**config.mk**
```make
export PLATFORM = sky130hd
export DESIGN_NAME = fp_mul_scheduler
export DESIGN_NICKNAME = d
export VERILOG_FILES = /design/src/rtl/fp_mul_scheduler.sv
export SDC_FILE = /design/constraint.sdc
export NUM_CORES = 1
export LEC_CHECK = 0
export ABC_AREA = 1
export BUFFER_PORTS_ARGS = -buffer_cell sky130_fd_sc_hd__buf_4
export CORE_MARGIN = 2
export CORE_UTILIZATION = 50
export DETAILED_ROUTE_END_ITERATION = 8
export PLACE_DENSITY = 0.83
export SETUP_SLACK_MARGIN = 0.1
export SYNTH_ARGS = -nofsm -noshare
export SYNTH_HDL_FRONTEND = slang
export SYNTH_SLANG_ARGS = --single-unit
```
**constraint.sdc**
```tcl
create_clock -name clock -period 4.3 [get_ports clock]
set_clock_uncertainty 0.1 [all_clocks]
set_input_delay 0.215 -clock clock [delete_from_list [all_inputs] [get_ports clock]]
set_output_delay 0.215 -clock clock [all_outputs]
set_load 0.01 [all_outputs]
```
**src/rtl/fp_mul_scheduler.sv**
```systemverilog
// Round-robin front end that time-shares one fp16 multiplier between N_REQ requesters.
// A tag FIFO records who issued each in-flight product, so results can be routed back in order.
module fp_mul_scheduler #(
  parameter int N_REQ        = 4,
  parameter int MAX_INFLIGHT = 4
) (
  input  logic                              clock,
  input  logic                              reset,
  input  logic [N_REQ-1:0]                  io_req_valid,
  output logic [N_REQ-1:0]                  io_req_ready,
  input  logic [16*N_REQ-1:0]               io_req_a,
  input  logic [16*N_REQ-1:0]               io_req_b,
  output logic [15:0]                       io_mul_a,
  output logic [15:0]                       io_mul_b,
  output logic                              io_mul_valid_in,
  input  logic [15:0]                       io_mul_out,
  input  logic                              io_mul_valid_out,
  output logic [N_REQ-1:0]                  io_resp_valid,
  output logic [15:0]                       io_resp_data,
  output logic [$clog2(MAX_INFLIGHT):0]     io_inflight,
  output logic                              io_err
);

  localparam int TW = $clog2(N_REQ);
  localparam int AW = (MAX_INFLIGHT > 1) ? $clog2(MAX_INFLIGHT) : 1;
  localparam int CW = $clog2(MAX_INFLIGHT) + 1;

  logic [15:0]      w_req_a [N_REQ];
  logic [15:0]      w_req_b [N_REQ];

  generate
    for (genvar gi = 0; gi < N_REQ; gi++) begin : g_slice
      assign w_req_a[gi] = io_req_a[16*gi +: 16];
      assign w_req_b[gi] = io_req_b[16*gi +: 16];
    end
  endgenerate

  logic [TW-1:0]    r_ptr;
  logic [AW-1:0]    r_wr_ptr;
  logic [AW-1:0]    r_rd_ptr;
  logic [CW-1:0]    r_count;
  logic [TW-1:0]    r_tag_mem [MAX_INFLIGHT];
  logic             r_mul_valid;
  logic [15:0]      r_mul_a;
  logic [15:0]      r_mul_b;
  logic [N_REQ-1:0] r_resp_valid;
  logic [15:0]      r_resp_data;
  logic             r_err;

  logic             w_found;
  logic [TW-1:0]    w_gnt;
  logic [TW:0]      w_sum;
  logic [TW-1:0]    w_cand;
  logic             w_can_accept;
  logic             w_issue;
  logic             w_pop;
  logic             w_err_evt;
  logic [N_REQ-1:0] w_ready;
  logic [TW-1:0]    w_ptr_next;
  logic [TW-1:0]    w_head_tag;
  logic [AW-1:0]    w_wr_ptr_next;
  logic [AW-1:0]    w_rd_ptr_next;

  // Scan requesters starting at the pointer; first valid one wins.
  always_comb begin
    w_found = 1'b0;
    w_gnt   = '0;
    w_sum   = '0;
    w_cand  = '0;
    for (int k = 0; k < N_REQ; k++) begin
      w_sum = {1'b0, r_ptr} + (TW+1)'(k);
      if (w_sum >= (TW+1)'(N_REQ)) begin
        w_sum = w_sum - (TW+1)'(N_REQ);
      end
      w_cand = w_sum[TW-1:0];
      if (!w_found && io_req_valid[w_cand]) begin
        w_found = 1'b1;
        w_gnt   = w_cand;
      end
    end
  end

  // Acceptance depends only on the registered count, so a same-cycle pop never re-opens it.
  assign w_can_accept = (r_count < CW'(MAX_INFLIGHT));
  assign w_issue      = w_found & w_can_accept;
  assign w_pop        = io_mul_valid_out & (r_count != '0);
  assign w_err_evt    = io_mul_valid_out & (r_count == '0);
  assign w_head_tag   = r_tag_mem[r_rd_ptr];

  always_comb begin
    w_ready = '0;
    if (w_issue) begin
      w_ready[w_gnt] = 1'b1;
    end
  end

  assign w_ptr_next    = (w_gnt == TW'(N_REQ-1)) ? '0 : w_gnt + 1'b1;
  assign w_wr_ptr_next = (r_wr_ptr == AW'(MAX_INFLIGHT-1)) ? '0 : r_wr_ptr + 1'b1;
  assign w_rd_ptr_next = (r_rd_ptr == AW'(MAX_INFLIGHT-1)) ? '0 : r_rd_ptr + 1'b1;

  always_ff @(posedge clock) begin
    if (w_issue) begin
      r_tag_mem[r_wr_ptr] <= w_gnt;
    end
  end

  always_ff @(posedge clock) begin
    if (reset) begin
      r_ptr        <= '0;
      r_wr_ptr     <= '0;
      r_rd_ptr     <= '0;
      r_count      <= '0;
      r_mul_valid  <= 1'b0;
      r_mul_a      <= 16'h0000;
      r_mul_b      <= 16'h0000;
      r_resp_valid <= '0;
      r_resp_data  <= 16'h0000;
      r_err        <= 1'b0;
    end else begin
      r_mul_valid <= w_issue;
      if (w_issue) begin
        r_mul_a  <= w_req_a[w_gnt];
        r_mul_b  <= w_req_b[w_gnt];
        r_ptr    <= w_ptr_next;
        r_wr_ptr <= w_wr_ptr_next;
      end

      r_resp_valid <= '0;
      if (w_pop) begin
        r_resp_valid[w_head_tag] <= 1'b1;
        r_resp_data              <= io_mul_out;
        r_rd_ptr                 <= w_rd_ptr_next;
      end

      if (w_issue && !w_pop) begin
        r_count <= r_count + 1'b1;
      end else if (!w_issue && w_pop) begin
        r_count <= r_count - 1'b1;
      end

      if (w_err_evt) begin
        r_err <= 1'b1;
      end
    end
  end

  assign io_req_ready    = w_ready;
  assign io_mul_a        = r_mul_a;
  assign io_mul_b        = r_mul_b;
  assign io_mul_valid_in = r_mul_valid;
  assign io_resp_valid   = r_resp_valid;
  assign io_resp_data    = r_resp_data;
  assign io_inflight     = r_count;
  assign io_err          = r_err;

endmodule
```
* After elaboration in Yosys (flattened, before gate mapping)
Memory sizes are Yosys's and may differ from the RTL's. A register that Yosys moved wholly into a read port is not among the register bits.
Index checks and enable logic that the tools add are counted.
** Word-level totals
- Register bits :: 63
- Latch bits :: 0
- Memory bits (writable) :: 8
- Bits in read-only memories :: 0
- Word-level logic and storage cells :: 101
- Memories :: 1
** Memories
- r_tag_mem :: depth 4, width 2, rd ports 1, clocked after Yosys merged registers in 1, write ports 1, RTL line 42 : logic [TW-1:0] r_tag_mem [MAX_INFLIGHT];
** Cells by class
- Add/sub/neg operators :: 12
- $mul :: 0
- Divide/modulo/power cells :: 0
- $lt $le $gt $ge :: 14
- Equality and inequality tests :: 3
- Shifts and indexed selects :: 0
- Mux-type cells :: 40
- Bitwise logic cells :: 5
- Reduce and logical (&&, ||, !) cells :: 16
** Operator list (count)
- $bmux W16 S2 :: 2
- $mux W16 :: 4
- $mux W2 :: 13
- $lt A2 B3 Y1 const B :: 6
- $ge A3 B3 Y1 const B :: 4
- $mux W1 :: 12
- $bmux W1 S2 :: 4
- $sub A2 B1 Y2 const B :: 4
- $logic_and A1 B1 Y1 :: 7
- $add A2 B1 Y2 const B :: 3
- $add A2 B2 Y3 const B :: 2
- $eq A2 B2 Y1 const B :: 3
- $mux W3 :: 2
- $logic_not A1 Y1 :: 5
- $demux W1 S2 :: 2
- $ge A2 B1 Y1 const B :: 2
- $mux W4 :: 1
- $add A2 B1 Y3 const B :: 1
- $add A3 B1 Y3 const B :: 1
- $and A1 B1 Y1 :: 3
- $ge A2 B3 Y1 const B :: 1
- $logic_not A3 Y1 :: 1
- $lt A3 B3 Y1 const B :: 1
- $not A2 Y3 :: 1
- 5 further kinds :: 5

* Logic depth before layout (Yosys ltp)
- Word-level depth :: 19
- Depth in mapped cells :: 18
- Depth with buffers taken out :: 16

* Least setup slack after synthesis
Ideal clock, no wire load.
- Path kind :: flip-flop to flip-flop
- Start point :: reg r_ptr[0]
- End point :: reg r_count[2], in the netlist io_inflight[2]
- Arrival time :: 2351 ps
- Setup slack :: 1725 ps
- Cell stages (with the launch flop) :: 19
- Buffers on the path :: 3
- Path through :: dfxtp_1 > buf_4 > nand2_1 > nand2_2 > nand2_1 > nand2_2 > nor2_8 > nand3_4 > nand2_4 > inv_2 > buf_6 > buf_2 > ha_1 > inv_1 > fa_1 > a21oi_1 > o21ai_0 > o21ai_0 > a21oi_1
** On the way
- Cells in the longest elaborated chain, start to end :: 18
** Ends and longest elaborated chain
- from (decl) :: RTL line 38 : logic [TW-1:0] r_ptr;
- from (signal assigned) :: RTL line 124 : r_ptr <= w_ptr_next;
- branches (longest 13 deep; another with $add A2 B1 Y3)
- $mux W1 (*) :: RTL line 76 : if (!w_found && io_req_valid[w_cand]) begin
- $and A1 B1 Y1 (*) :: RTL line 85 : assign w_issue = w_found & w_can_accept;
- named net w_issue :: RTL line 55 : logic w_issue;
- $logic_not A1 Y1 :: RTL line 137 : end else if (!w_issue && w_pop) begin
- $logic_and A1 B1 Y1 :: RTL line 137
- $reduce_bool A2 Y1 (no source line)
- to (signal assigned) :: RTL line 136 : r_count <= r_count + 1'b1;
- to (signal assigned) :: RTL line 138 : r_count <= r_count - 1'b1;
- to (decl) :: RTL line 41 : logic [CW-1:0] r_count;
Mark *: on every way through the listed nets, which the timed path passes. The select of a mux whose other input is x is not followed.
A chain may end at the register's enable or synchronous reset.

* Worst setup path after layout
- Start point :: reg r_ptr[0]
- End point :: out io_req_ready[3]
** On the way
- Cells in the longest elaborated chain, start to end :: 19
** Ends and longest elaborated chain
- branches (longest 18 deep; another with $add A2 B1 Y3)
- $mux W4 (*) :: RTL line 92 : if (w_issue) begin
- to (decl) :: RTL line 10 : output logic [N_REQ-1:0] io_req_ready,
Mark *: on every way between the ends. The select of a mux whose other input is x is not followed.

==> results.md <==
* VDD IR-drop max at 0.000359 V
* TritonRoute pass-1 iters at 5
* Total CTS buffers at 9
* # rows at 35
* Cell area after synthesis at 4680 µm²
* Count leader, synth: nand2_1
* LEAKAGE at 3.77 nW
* Post-synth top area share at 27.8%
* Worst slew pin tran at 0.728 ns
* Worst Path Arrival at 3.05 ns
* Syn Nets at 927
* Setup TNS at 0 ns
* Instance count on the critical path at 14
* Min-delay worst type: input pin to flop
* Initial antenna violation count at 0
* Clk pin slew, worst setup/hold paths at 0.09 ns
* Longest Clk Path Bufs at 2
* Final min period at 3.37 ns
* Crit Path Category: flop to output pin
* H-tree levels at 3
* Clk root buf: clkbuf_8
* Clock Sinks at 73
* Reg2reg path depth at 15
* IO Pins at 212
* Final instance area at 6400 µm²
* Reg area at 1540 µm²
* # resized after CTS at 0
* Die Height at 101 µm
* Area Growth Syn to Fin at 37.0%
* Worst-Skew Late Latency at 0.35 ns
* Period utilization at 78.3%
* Final Slew Violations at 0
* Slew headroom at 51.3%
* Buf/Inv on CP at 4
* Ys flop type: dfxtp_1
* Slowest stage delay, CP at 0.59 ns
* RePlAce Congestion at 0.883
* Vias at 5,155
* Layout cells sized above 1 at 27.1%
* # setup viols final at 0
* CP max stage cell: dfxtp_1
* ANT nets after route at 0
* CP most frequent cell: nand2_2
* CP Launch Type: flop
* Vias in the first global route at 4,581
* RSZ-0062 raised after global routing: false
* Synth area leaders: dfxtp_1 28%, nand2_1 16%, nand3_1 14%
* Synth cell count leaders: 195 x nand2_1, 135 x nand3_1, 123 x inv_1
* Fin nets at 1,112
* Status: finished, final reports clean
* Wire per inst at 12.3 µm
* Crit path cell chain: inv_2 -> nand2_1 -> nand2_2 -> nand2_1 -> nand2_2 -> nor2_8 -> nand3_1 -> nand3_1 -> nand2_2 -> inv_2 -> ha_1 -> inv_1 -> nor2_1 -> buf_4
* Fin. Hold Viols at 0
* FILL cells at 863
* Crit. End Element: output pin
* Synth unique cells at 28
* Full die area at 10,100 µm²
* I/O Buffers at 211
* Post-Route WL at 13,100 µm
* Critical path's top delay family: simple AND/OR/NAND/NOR gates
* Seq/Total Area, Yosys at 33.0%
* Crit path required time at 3.98 ns
* Dpl hpwl at 9490 µm
* Overflow after GRT at 0
* Largest net degree at the start of global routing at 67
* Fin util at 70.0%
* EDFF count, synth at 8
* Post-synth top area cell: dfxtp_1
* Antenna diode count at 0
* DR iter-0 viols at 192
* DRC at 0
* CTS tree: built
* Initial Utilization at 51.1%
* Max Clk Rate at 297 MHz
* Dpl cell area at 6190 µm²
* CP max FO at 35
* Synth Warn # at 0
* First-pass GRT wire length at 21,300 µm
* Total track usage at 26.0%
* Core area at 9150 µm²
* Area of the multi-input gates at 2390 µm²
* CTS Hold Bufs at 0
* Chip width at 101 µm
* Register bit total from synthesis at 73
* Hold Path Cell Cnt at 3
* Setup bufs post-CTS at 0
* DR vias/cell at 4.84
* Synth Instances at 765
* Syn_area_per_cell at 6.11 µm²
* Pwr dens at 779 nW/µm²
* Max_cap viols at 0
* Post-synth ARST share at 0%
==> flip-flops by register name, indices dropped and copies added (netlist names), named ones only <==
signal and flops:
io_err 1, io_inflight 3, io_mul_a 16, io_mul_b 16, io_mul_valid_in 1, io_resp_data 16, io_resp_valid 4, r_ptr 2
r_rd_ptr 2, r_tag_mem 8, r_wr_ptr 2
==> cells in the final DEF (no fill, tap or decap) <==
cell | netlist | routed
nor2_8 | 1 | 1
a21oi_1 | 10 | 10
nand3_1 | 135 | 135
clkinv_1 | 1 | 2
bufinv_16 | 0 | 2
a32oi_1 | 2 | 2
nand2_4 | 1 | 1
clkbuf_8 | 0 | 9
inv_2 | 4 | 4
a211oi_1 | 1 | 1
nand4_1 | 1 | 1
fa_1 | 1 | 1
nand3_4 | 1 | 1
buf_4 | 2 | 218
nor2_1 | 115 | 115
o21ai_0 | 26 | 26
clkinvlp_4 | 0 | 1
ha_1 | 10 | 10
nand3_2 | 3 | 3
inv_6 | 0 | 1
nand2_1 | 195 | 195
o21ai_1 | 1 | 1
inv_1 | 123 | 123
dfxtp_1 | 65 | 65
o211a_1 | 1 | 1
edfxtp_1 | 8 | 8
nand2_2 | 16 | 16
clkinv_2 | 0 | 1
clkinv_4 | 0 | 1
==> worst min-delay path: stages <==
cell and delay, ns:
buf_4 0.08, o21ai_0 0.07, nor2_1 0.07
==> final timing paths <==
path,start,endpoint,slack [ns]
worst max-delay path,r_ptr[0]$_SDFFE_PP0P_,io_req_ready[3],0.93
worst min-delay path,io_mul_out[14],io_resp_data[14]$_SDFFE_PP0P_,0.03
worst max register to register,r_ptr[0]$_SDFFE_PP0P_,io_mul_a[14]$_SDFFE_PP0P_,1.23
worst min register to register,io_err$_SDFFE_PP0P_,io_err$_SDFFE_PP0P_,0.36
==> cells by family after synthesis <==
| group | synth area share (%) |
|---|---|
| adder cells (fa/ha/maj) | 3.10 |
| AND/OR/NAND/NOR | 43.3 |
| AO/OA/AOI/OAI | 4.71 |
| buffers and inverters | 15.9 |
| flip-flops | 33.0 |
==> cell type report <==
type,instances,area share [%]
multi-input cells,520,37.3
repair buffers,218,25.6
flip-flops and latches,73,24.1
inverters,128,7.50
well taps,111,2.17
clock buffers,9,1.93
clock inverters,7,1.47
==> power breakdown <==
group	switching (mW)	internal, mW	leakage (nW)
clock	0.266	0.327	0.107
sequential	0.143	0.976	0.615
combinational	2.07	1.21	3.05
==> routing by layer <==
layer / GRT usage, % / vias to the layer above / share of wire [%] / wire length [µm]
met5: 0 / - / 0 / 0
met1: 32.1 / 2235 / 42 / 5550
met4: 6.85 / 0 / 1.7 / 218
met3: 8.46 / 18 / 8.2 / 1080
li1: - / 2710 / - / -
met2: 43.7 / 192 / 48 / 6290
==> stage by stage <==
stage	power, mW	std cells	setup WS [ns]	hold slack (ns)
2_1_floorplan	3.62	765	1.72	0.275
3_3_place_gp	4.36	1050	1.37	0.338
3_5_place_dp	4.40	1050	1.29	0.346
4_1_cts	5.01	1066	0.924	0.0149
5_1_grt	5.53	1066	0.572	0.0292
6_report	4.99	1066	0.935	0.0253
No activity file was read; power rests on OpenSTA's default activity.
